## src/rtl/secure_serdes_pkg.sv

```systemverilog
// Shared definitions for the secure serdes encryptor/decryptor pair:
// FSM encodings, byte and FIFO geometry, and the XOR cipher primitive.
package secure_serdes_pkg;

    localparam int BYTE_W     = 8;
    localparam int FIFO_DEPTH = 2;
    localparam int CNT_W      = $clog2(FIFO_DEPTH + 1);
    localparam int PTR_W      = $clog2(FIFO_DEPTH);

    localparam logic [1:0] ST_IDLE    = 2'd0;
    localparam logic [1:0] ST_SHIFT   = 2'd1;
    localparam logic [1:0] ST_DECRYPT = 2'd2;

    localparam logic [CNT_W-1:0] FIFO_FULL = CNT_W'(FIFO_DEPTH);
    localparam logic [2:0]       LAST_BIT  = 3'd7;

    typedef logic [BYTE_W-1:0] byte_t;

    // The cipher is its own inverse: encrypt and decrypt are the same XOR.
    function automatic byte_t xor_cipher(input byte_t x, input byte_t y, input byte_t k);
        return x ^ y ^ k;
    endfunction

endpackage

```

## src/rtl/secure_serdes_byte_fifo.sv

```systemverilog
// Two-entry byte FIFO with wrapping pointers; head data is always visible
// on head_data and stays put until popped.
module secure_serdes_byte_fifo
    import secure_serdes_pkg::*;
(
    input  logic             clk,
    input  logic             rst,
    input  logic             push,
    input  byte_t            push_data,
    input  logic             pop,
    output byte_t            head_data,
    output logic [CNT_W-1:0] count
);

    byte_t            mem_reg [FIFO_DEPTH];
    logic [PTR_W-1:0] wr_ptr_reg;
    logic [PTR_W-1:0] rd_ptr_reg;
    logic [CNT_W-1:0] count_reg;
    logic             do_pop;
    logic             do_push;

    // Popping an empty FIFO is a no-op; a push into a full FIFO only lands
    // if the head leaves in the same cycle.
    assign do_pop  = pop && (count_reg != '0);
    assign do_push = push && ((count_reg != FIFO_FULL) || do_pop);

    always_ff @(posedge clk or posedge rst) begin
        if (rst) begin
            for (int i = 0; i < FIFO_DEPTH; i++) begin
                mem_reg[i] <= '0;
            end
            wr_ptr_reg <= '0;
            rd_ptr_reg <= '0;
            count_reg  <= '0;
        end else begin
            if (do_push) begin
                mem_reg[wr_ptr_reg] <= push_data;
                wr_ptr_reg          <= wr_ptr_reg + 1'b1;
            end
            if (do_pop) begin
                rd_ptr_reg <= rd_ptr_reg + 1'b1;
            end
            case ({do_push, do_pop})
                2'b10:   count_reg <= count_reg + 1'b1;
                2'b01:   count_reg <= count_reg - 1'b1;
                default: count_reg <= count_reg;
            endcase
        end
    end

    assign head_data = mem_reg[rd_ptr_reg];
    assign count     = count_reg;

endmodule

```

## src/rtl/secure_serdes_decryptor_core.sv

```systemverilog
// Serial XOR decryptor: shifts in 8 cipher and B bits MSB first, recovers
// A = C ^ B ^ key[7:0] and queues it in a two-byte output buffer.
module secure_serdes_decryptor_core
    import secure_serdes_pkg::*;
(
    input  logic               clk,
    input  logic               rst,
    input  logic               start,
    input  logic [127:0]       key,
    input  logic               cipher_in,
    input  logic               b_bit,
    output logic [BYTE_W-1:0]  plain_byte,
    output logic               plain_valid,
    input  logic               plain_ready,
    output logic               busy,
    output logic               done,
    output logic               overflow
);

    logic [1:0]        state_reg;
    byte_t             c_reg;
    byte_t             b_reg;
    byte_t             key_q_reg;
    logic [2:0]        bit_cnt_reg;
    logic              overflow_reg;

    logic [CNT_W-1:0]  fifo_count;
    byte_t             fifo_head;
    logic              push;
    logic              pop;
    logic              frame_slot;
    logic              has_room;
    logic              accept;
    logic              refuse;
    logic              key_hi_unused;

    assign key_hi_unused = ^key[127:BYTE_W];

    assign push = (state_reg == ST_DECRYPT);
    assign pop  = plain_valid && plain_ready;

    // A new frame may begin from IDLE or in the DECRYPT cycle itself, which
    // gives back-to-back frames every 9 cycles. In DECRYPT the byte being
    // pushed must leave room for the next frame's result.
    assign frame_slot = (state_reg == ST_IDLE) || (state_reg == ST_DECRYPT);

    always_comb begin
        has_room = 1'b0;
        case (state_reg)
            ST_IDLE:    has_room = (fifo_count != FIFO_FULL);
            ST_DECRYPT: has_room = (fifo_count == '0) || pop;
            default:    has_room = 1'b0;
        endcase
    end

    assign accept = start && frame_slot && has_room;
    assign refuse = start && frame_slot && !has_room;

    always_ff @(posedge clk or posedge rst) begin
        if (rst) begin
            state_reg    <= ST_IDLE;
            c_reg        <= '0;
            b_reg        <= '0;
            key_q_reg    <= '0;
            bit_cnt_reg  <= '0;
            overflow_reg <= 1'b0;
        end else begin
            if (refuse) begin
                overflow_reg <= 1'b1;
            end
            if (accept) begin
                state_reg   <= ST_SHIFT;
                c_reg       <= '0;
                b_reg       <= '0;
                bit_cnt_reg <= '0;
                key_q_reg   <= key[BYTE_W-1:0];
            end else begin
                case (state_reg)
                    ST_SHIFT: begin
                        c_reg       <= {c_reg[BYTE_W-2:0], cipher_in};
                        b_reg       <= {b_reg[BYTE_W-2:0], b_bit};
                        bit_cnt_reg <= bit_cnt_reg + 3'd1;
                        if (bit_cnt_reg == LAST_BIT) begin
                            state_reg <= ST_DECRYPT;
                        end
                    end
                    default: state_reg <= ST_IDLE;
                endcase
            end
        end
    end

    secure_serdes_byte_fifo u_fifo (
        .clk       (clk),
        .rst       (rst),
        .push      (push),
        .push_data (xor_cipher(c_reg, b_reg, key_q_reg)),
        .pop       (pop),
        .head_data (fifo_head),
        .count     (fifo_count)
    );

    assign plain_byte  = fifo_head;
    assign plain_valid = (fifo_count != '0);
    assign busy        = (state_reg != ST_IDLE);
    assign done        = push;
    assign overflow    = overflow_reg;

endmodule
```

## config.mk

```make
export PLATFORM = sky130hd
export DESIGN_NAME = secure_serdes_decryptor_core
export DESIGN_NICKNAME = d
export VERILOG_FILES = /design/src/rtl/secure_serdes_pkg.sv /design/src/rtl/secure_serdes_byte_fifo.sv /design/src/rtl/secure_serdes_decryptor_core.sv
export SDC_FILE = /design/constraint.sdc
export NUM_CORES = 1
export LEC_CHECK = 0
export BUFFER_PORTS_ARGS = -buffer_cell sky130_fd_sc_hd__clkbuf_2
export CORE_MARGIN = 4
export CORE_UTILIZATION = 42
export DETAILED_ROUTE_END_ITERATION = 8
export PLACE_DENSITY = 0.87
export SYNTH_ARGS = -nofsm -noshare
export SYNTH_HDL_FRONTEND = slang
export SYNTH_SLANG_ARGS = --single-unit
```

## constraint.sdc

```tcl
create_clock -name clk -period 2.1 [get_ports clk]
set_input_delay 0.63 -clock clk [delete_from_list [all_inputs] [get_ports clk]]
set_output_delay 0.63 -clock clk [all_outputs]
set_load 0.05 [all_outputs]
```

==> flow_summary.yaml, run 1 <==
sta:
  post-route-period-util_pct: 97.1
  final_max_slew_viol_count: 0
  tns_ps: 0
  tightestPinTransition_ps: 701
  rsz0062_at_grt: "false"
  fin_ws_ps: 61.7
  skew_ps: 12.3
  relSlewSlack_pct: 53.3
  max_freq_mhz: 491
  period_needed_ps: 2040
  hold_violations: 0
  setup_viol: 0
synthesis:
  synth_common_cells: "50 x dfrtp_1, 37 x nand2_1, 32 x mux2_2, 21 x xnor2_1, 18 x a21oi_1"
  synth_area_leaders: "dfrtp_1 55%, mux2_2 16%, xnor2_1 8.0%"
  ys_seq_area_share_pct: 54.6
  synth-edff-count: 0
  yosysWarnings: 0
  yosys.area.top_type: "dfrtp_1"
  syn_area_um2: 2290
  synthDominantCellAreaShare_pct: 54.6
  syn_area_per_cell_um2: 11.9
  synth_most_common_cell: "dfrtp_1"
  syn_nets: 329
  yosys_register_bits: 50
  synth.distinct_cells: 24
  ys.flop_type: "dfrtp_1"
  async_flop_share_pct: 100
  syn_inst: 192
critical_path:
  slowest_delay_ps: 500
  worstSetupPathType: "reg2out"
  path_cells: "mux2_2 -> clkbuf_2"
  end_kind: "output port"
  arrival_ps: 1410
  required_ps: 1470
  cp_slowest_cell: "dfrtp_2"
  critPathMaxFanout: 9
  setup.worst_path.start_class: "flop"
  cp_num_buf_inv: 1
  critPathTopFamily: "flip-flops"
clocking:
  cts_buffer_depth: 2
  cts_sinks: 50
  cts_resized: 1
  cts_tree: "done"
  cts-root-buf: "clkbuf_8"
  htreeDepth: 2
  post_cts_buffers: 0
  clock_latency_ps: 300
  numCtsBuffers: 5
  path_clk_slew_ps: 90
  hold_buffers: 0
floorplanning:
  rows: 26
  die_h_um: 81.9
  initial_core_util_pct: 44.1
  io_pins: 146
  die_x_um: 81.9
  core_um2: 5200
  die-area_um2: 6710
global_route:
  grt_overflow: 0
  grt_antenna_before_repair: 0
  grt_usage_pct: 12.9
  grt_pass1_vias: 1409
  grt_max_degree: 51
  grt_pass1_wl_um: 6640
power_and_ir_drop:
  p_per_area_nw_per_um2: 1590
  leakagePower_nw: 1.18
  peakVddDrop_uv: 649
  p_total_mw: 4.13
final_layout:
  nFillCells: 484
  antennaDiodeCount: 0
  synthToLayoutAreaGrowth_pct: 13.5
  drive_above_1_share_pct: 34.1
  nNetsFinal: 356
  largest_register_ffs: 16
outcome:
  status: "finished clean"
drt:
  drt_iter0_drc: 69
  drt_wl_total_um: 3830
  wl_per_cell_um: 13.2
  detail-route-antenna-nets: 0
  firstDrtPassIters: 4
  vias: 1378
  drc_errors: 0
  viasPerCell: 4.75
placement:
  io_buffer_count: 25
  gp_congestion: 0.681
  post-dp-hpwl_um: 2730
  place_ws_ps: 280
run:
  max-cap-violations: 0
hold_path:
  hold_class: "in2async"
layer usage:
layer	global-route usage, %	up-vias	wire length, µm
met5	0	-	0
met4	3.49	0	36
met3	3.40	4	182
met2	20.0	25	1790
met1	17.9	664	1830
li1	-	685	-
cell type report:
type | instances | area [µm²] | share of cell area [%]
Sequential cell | 50 | 1250 | 48.1
Tap cell | 70 | 87.6 | 3.37
Clock inverter | 3 | 23.8 | 0.913
Inverter | 3 | 11.3 | 0.433
Multi-Input combinational cell | 130 | 976 | 37.5
Clock buffer | 5 | 68.8 | 2.64
Timing Repair Buffer | 29 | 183 | 7.02
metrics by stage:
stage / instances / utilization [%] / hold WS [ps] / area, µm²
after floorplan: 192 / - / 474 / 2290
after global placement: 282 / 48.1 / 457 / 2510
after detailed placement: 282 / 48.1 / 479 / 2510
after CTS: 290 / 50.0 / 342 / 2600
after global routing: 290 / 50.0 / 367 / 2600
final: 290 / 50.0 / 334 / 2600
where the power goes:
group	internal, mW	total, mW	switching, mW
clock	0.239	0.564	0.325
combinational	0.793	1.85	1.06
sequential	1.37	1.71	0.339
total	2.41	4.13	1.72
placed cells by master (no fill, tap or decap), types with 2 or more instances in the layout:
master / Yosys / routed
a21oi_1: 18 / 18
and2_1: 2 / 2
buf_12: 0 / 2
buf_4: 1 / 2
clkbuf_2: 0 / 23
clkbuf_8: 0 / 5
clkinvlp_4: 0 / 2
dfrtp_1: 50 / 49
ha_1: 3 / 3
inv_1: 3 / 2
mux2_2: 32 / 32
nand2_1: 37 / 37
nand2b_1: 3 / 3
nor2_1: 3 / 3
o21bai_1: 2 / 2
xnor2_1: 21 / 21
cell families after synthesis:
logic type	synth area share [%]
DFF	54.6
and+or+nand+nor	8.73
muxes	16.1
AOI/OAI and AO/OA	7.64
xor gates and xnor gates	8.40
buffers and inverters	2.89
adders and majority gates	1.64
worst paths after layout:
path | from | to | slack (ps) | cells past startpoint
min in group clk | overflow$_DFFE_PP0P_ | overflow$_DFFE_PP0P_ | 490 | 1
setup / recovery | u_fifo.rd_ptr_reg$_DFFE_PP0P_ | plain_byte[0] | 60 | 2
setup reg to reg | u_fifo.count[0]$_DFFE_PP0P_ | u_fifo.count[1]$_DFFE_PP0P_ | 450 | 6
max in group asynchronous | rst | u_fifo.rd_ptr_reg$_DFFE_PP0P_ | 1530 | 3
hold / removal | rst | key_q_reg[2]$_DFFE_PP0P_ | 330 | 3
hold reg to reg | overflow$_DFFE_PP0P_ | overflow$_DFFE_PP0P_ | 490 | 1
tightest hold or removal path, cell delays in order:
cell      delay, ps
clkbuf_2         80
inv_2            60
buf_12          240
No activity file was read; power rests on OpenSTA's default activity.
==> inputs of run 2 (changes only) <==
--- a/config.mk
+++ b/config.mk
@@ -5,11 +5,11 @@
 export SDC_FILE = /design/constraint.sdc
 export NUM_CORES = 1
 export LEC_CHECK = 0
-export BUFFER_PORTS_ARGS = -buffer_cell sky130_fd_sc_hd__clkbuf_2
+export BUFFER_PORTS_ARGS = -buffer_cell sky130_fd_sc_hd__buf_2
 export CORE_MARGIN = 4
 export CORE_UTILIZATION = 42
 export DETAILED_ROUTE_END_ITERATION = 8
-export PLACE_DENSITY = 0.87
+export PLACE_DENSITY = 0.9
 export SYNTH_ARGS = -nofsm -noshare
 export SYNTH_HDL_FRONTEND = slang
 export SYNTH_SLANG_ARGS = --single-unit
==> run 2 against run 1 <==
Final cell count did not move. Combinational power about the same. Via count rose by 1.4%. Clock skew is 1.3 ps lower. Utilization up 0.91 points. Wire length increased by 5.8%.
==> flow_summary.yaml, run 2 (synthesized netlist as in run 1, its figures left out) <==
final_layout:
  nNetsFinal: 356
  drive_above_1_share_pct: 34.1
  antennaDiodeCount: 0
  layout_commonest_cell: "dfrtp_1"
  largest_register_ffs: 16
  synthToLayoutAreaGrowth_pct: 15.5
  nFillCells: 470
  mostFrequentLayoutCells: "49 x dfrtp_1, 37 x nand2_1, 32 x mux2_2"
clocking:
  cts_tree: "done"
  cts-root-buf: "clkbuf_8"
  cts_buffer_depth: 2
  clock_latency_ps: 310
  hold_buffers: 0
  cts_resized: 1
  numCtsBuffers: 5
  post_cts_buffers: 0
  cts_sinks: 50
  path_clk_slew_ps: 100
  htreeDepth: 2
power_and_ir_drop:
  peakVddDrop_uv: 665
  p_total_mw: 4.41
  leakagePower_nw: 1.21
  p_per_area_nw_per_um2: 1660
run:
  max-cap-violations: 0
critical_path:
  critPathMaxFanout: 9
  setup.worst_path.start_class: "flop"
  end_kind: "output port"
  required_ps: 1470
  arrival_ps: 1410
  worstSetupPathType: "reg2out"
sta:
  period_needed_ps: 2040
  max_freq_mhz: 491
  hold_violations: 0
  final_max_slew_viol_count: 0
  skew_ps: 11.0
  tightestPinTransition_ps: 744
  post-route-period-util_pct: 96.9
  tns_ps: 0
  setup_viol: 0
  rsz0062_at_grt: "false"
  relSlewSlack_pct: 50.4
hold_path:
  hold_class: "in2async"
placement:
  gp_congestion: 0.743
  io_buffer_count: 25
  post-dp-hpwl_um: 2930
outcome:
  status: "finished clean"
drt:
  firstDrtPassIters: 3
  drc_errors: 0
  vias: 1397
  viasPerCell: 4.82
  detail-route-antenna-nets: 0
  drt_iter0_drc: 82
  drt_wl_total_um: 4060
  wl_per_cell_um: 14.0
floorplanning:
  io_pins: 146
  rows: 26
  initial_core_util_pct: 44.1
  die_x_um: 81.9
  die_h_um: 81.9
  die-area_um2: 6710
  core_um2: 5200
global_route:
  grt_max_degree: 34
  grt_pass1_vias: 1470
  grt_pass1_wl_um: 6850
  grt_overflow: 0
  grt_usage_pct: 13.7
  grt_antenna_before_repair: 0
[run 2: layout make-up]
type / count / area (µm²) / share of cell area (%)
Tap cell: 70 / 87.6 / 3.31
Clock inverter: 2 / 60.1 / 2.27
Inverter: 3 / 11.3 / 0.425
Sequential cell: 50 / 1250 / 47.3
Timing Repair Buffer: 29 / 180 / 6.80
Multi-Input combinational cell: 130 / 976 / 36.8
Clock buffer: 6 / 82.6 / 3.12
[run 2: through the flow]
step	cell area, µm²	instances	setup WS, ps	util [%]	hold slack, ps
after detailed placement	2510	282	292	48.1	479
after global routing	2650	290	17.4	50.9	335
after global placement	2510	282	299	48.1	459
after floorplan	2290	192	269	-	474
after CTS	2650	290	28.7	50.9	316
final	2650	290	64.7	50.9	300
[run 2: final timing paths]
path	startpoint	slack, ps	end	depth (start not counted)
max	u_fifo.rd_ptr_reg$_DFFE_PP0P_	60	plain_byte[0]	2
max in group asynchronous	rst	1300	b_reg[6]$_DFFE_PP0P_	3
min in group clk	overflow$_DFFE_PP0P_	500	overflow$_DFFE_PP0P_	1
min reg2reg	overflow$_DFFE_PP0P_	500	overflow$_DFFE_PP0P_	1
max reg2reg	u_fifo.count[0]$_DFFE_PP0P_	450	u_fifo.count[1]$_DFFE_PP0P_	6
min	rst	300	u_fifo.mem_reg[5]$_DFFE_PP0P_	2
[run 2: report_power, final]
part	switching [mW]	internal (mW)	total, mW
Clock	0.321	0.508	0.829
Sequential	0.340	1.37	1.71
Combinational	1.07	0.796	1.86
[run 2: metal layers]
metal  vias up  GRT usage (%)  share of wire, %
met5         -              0                 0
met4         0           5.48               1.7
met3         8           2.96               3.5
met2        23           22.8                48
met1       678           17.4                46
li1        688              -                 -
[run 2: worst max-delay path, stage by stage (launching register included)]
cell,delay (ps)
dfrtp_2,510
mux2_2,380
buf_2,210
==> inputs of run 3 (changes only) <==
--- a/config.mk
+++ b/config.mk
@@ -9,7 +9,8 @@
 export CORE_MARGIN = 4
 export CORE_UTILIZATION = 42
 export DETAILED_ROUTE_END_ITERATION = 8
-export PLACE_DENSITY = 0.9
+export PLACE_DENSITY = 0.91
 export SYNTH_ARGS = -nofsm -noshare
 export SYNTH_HDL_FRONTEND = slang
+export SYNTH_HIERARCHICAL = 1
 export SYNTH_SLANG_ARGS = --single-unit
==> run 3 against run 2 <==
Via count rose by 0.21%. First-iteration DRC count fell by 45%. Area after synthesis fell by 0.93%. Setup slack improved by 14 ps. Die area fell by 0.84%. Sequential share of layout area rose by 0.70 points. Largest cell class unchanged. Largest power group unchanged. Highest routed layer unchanged.
==> flow_summary.yaml, run 3 <==
synthesis:
  yosysWarnings: 6
  synth.distinct_cells: 24
  syn_area_um2: 2270
  ys_seq_area_share_pct: 55.1
  ys.flop_type: "dfrtp_1"
  syn_inst: 192
  synth_most_common_cell: "dfrtp_1"
  yosys.area.top_type: "dfrtp_1"
  synth_area_leaders: "dfrtp_1 55%, mux2_2 16%, xnor2_1 7.7%"
  synth_common_cells: "50 x dfrtp_1, 38 x nand2_1, 32 x mux2_2, 20 x xnor2_1, 18 x a21oi_1"
  syn_nets: 329
  syn_area_per_cell_um2: 11.8
  yosys_register_bits: 50
  synth-edff-count: 0
  async_flop_share_pct: 100
  synthDominantCellAreaShare_pct: 55.1
clocking:
  path_clk_slew_ps: 90
  cts_sinks: 50
  post_cts_buffers: 0
  cts-root-buf: "clkbuf_8"
  numCtsBuffers: 5
  cts_tree: "done"
  cts_buffer_depth: 2
  htreeDepth: 2
  clock_latency_ps: 300
critical_path:
  crit_path_start: "u_fifo/rd_ptr_reg$_DFFE_PP0P_"
  cp_slowest_cell: "dfrtp_2"
  setup.worst_path.start_class: "flop"
  end_kind: "output port"
  required_ps: 1470
  reg2reg_to: "u_fifo/count[1]$_DFFE_PP0P_"
  critPathMaxFanout: 9
  crit_path_end: "plain_byte[0]"
  regToRegStartpoint: "u_fifo/count[1]$_DFFE_PP0P_"
  worstSetupPathType: "reg2out"
  r2r_slack_ps: 130
  reg2reg_depth: 7
  slowest_delay_ps: 500
  arrival_ps: 1390
  path_cells: "mux2_2 -> buf_2"
sta:
  tightestPinTransition_ps: 727
  setup_viol: 0
  relSlewSlack_pct: 51.5
  period_needed_ps: 2020
  rsz0062_at_grt: "false"
  skew_ps: 9.97
  final_max_slew_viol_count: 0
  post-route-period-util_pct: 96.3
  tns_ps: 0
  hold_violations: 0
  max_freq_mhz: 495
final_layout:
  mostFrequentLayoutCells: "49 x dfrtp_1, 38 x nand2_1, 32 x mux2_2"
  drive_above_1_share_pct: 33.8
  fin_util_pct: 50.5
  nFillCells: 459
  largest_register_ffs: 16
  layout_commonest_cell: "dfrtp_1"
  synthToLayoutAreaGrowth_pct: 14.9
  antennaDiodeCount: 0
  nNetsFinal: 358
hold_path:
  hold_class: "in2async"
global_route:
  grt_pass1_vias: 1442
  grt_overflow: 0
  grt_usage_pct: 13.3
  grt_antenna_before_repair: 0
  grt_pass1_wl_um: 6580
  grt_max_degree: 31
floorplanning:
  die_x_um: 81.6
  die_h_um: 81.6
  die-area_um2: 6650
  rows: 26
  initial_core_util_pct: 43.9
  io_pins: 146
  core_um2: 5170
power_and_ir_drop:
  peakVddDrop_uv: 745
  p_per_area_nw_per_um2: 1620
  leakagePower_nw: 1.19
drt:
  drc_errors: 0
  wl_per_cell_um: 13.2
  drt_wl_total_um: 3870
  firstDrtPassIters: 4
  viasPerCell: 4.79
  vias: 1400
  detail-route-antenna-nets: 0
  drt_iter0_drc: 45
outcome:
  status: "finished clean"
placement:
  io_buffer_count: 25
  post-dp-hpwl_um: 2730
  gp_congestion: 0.756
run:
  max-cap-violations: 0
==> run 3: timing repair <==
item / CTS / global route
resized for setup: 1 / 0
hold buffers: 0 / 0
setup endpoints to repair: 8 / 0
==> run 3: cell type report <==
| type | instances | area, µm² | share of cell area, % |
|---|---|---|---|
| inverters | 2 | 7.51 | 0.287 |
| well taps | 70 | 87.6 | 3.35 |
| clock inverters | 1 | 30.0 | 1.15 |
| repair buffers | 30 | 175 | 6.71 |
| flip-flops and latches | 50 | 1250 | 48.0 |
| multi-input cells | 132 | 982 | 37.6 |
| clock buffers | 7 | 76.3 | 2.92 |
==> run 3: critical path: cells and delay by family (launching register included) <==
family | cells | cell delay, ps
muxes | 1 | 370
DFF | 1 | 500
buffers and inverters | 1 | 210
==> run 3: per-layer routing <==
layer,track usage (%),vias up,part of all wire [%]
met5,0,-,0
met4,6.59,0,2.0
met3,3.40,8,4.6
met2,21.4,25,47
met1,16.6,674,46
li1,-,693,-
==> run 3: worst min path at each step <==
stage,cells past startpoint,from,end,slack (ps)
floorplan,1,u_fifo/mem_reg[0]$_DFFE_PP0P_,u_fifo/mem_reg[0]$_DFFE_PP0P_,470
global placement,1,overflow$_DFFE_PP0P_,overflow$_DFFE_PP0P_,460
detailed placement,1,overflow$_DFFE_PP0P_,overflow$_DFFE_PP0P_,490
CTS,3,rst,key_q_reg[7]$_DFFE_PP0P_,400
global route,3,rst,key_q_reg[7]$_DFFE_PP0P_,440
finish,3,rst,key_q_reg[7]$_DFFE_PP0P_,400
==> run 3: where the power goes <==
group          internal [mW]  switching, mW
clock                  0.357          0.298
combinational          0.819           1.07
sequential              1.37          0.316
==> run 3: cells by family after synthesis <==
| group | after synthesis | share of synthesized area (%) |
|---|---|---|
| XOR/XNOR | 22 | 8.48 |
| buffers and inverters | 10 | 2.09 |
| AND/OR/NAND/NOR | 52 | 10.7 |
| AO/OA/AOI/OAI | 22 | 5.67 |
| multiplexers | 33 | 16.3 |
| adder cells (fa/ha/maj) | 3 | 1.65 |
| flip-flops | 50 | 55.1 |
==> run 3: metrics by stage <==
stage                     hold WS [ps]  cell area, µm²  setup WS (ps)  std cells  total power, mW
after global placement             464            2500            138        284             3.52
final                              397            2610           78.6        292             4.24
after floorplan                    475            2280           34.0        192             3.18
after global routing               438            2610           21.5        292             4.53
after CTS                          405            2610           57.9        292             4.29
after detailed placement           486            2500           82.4        284             3.61
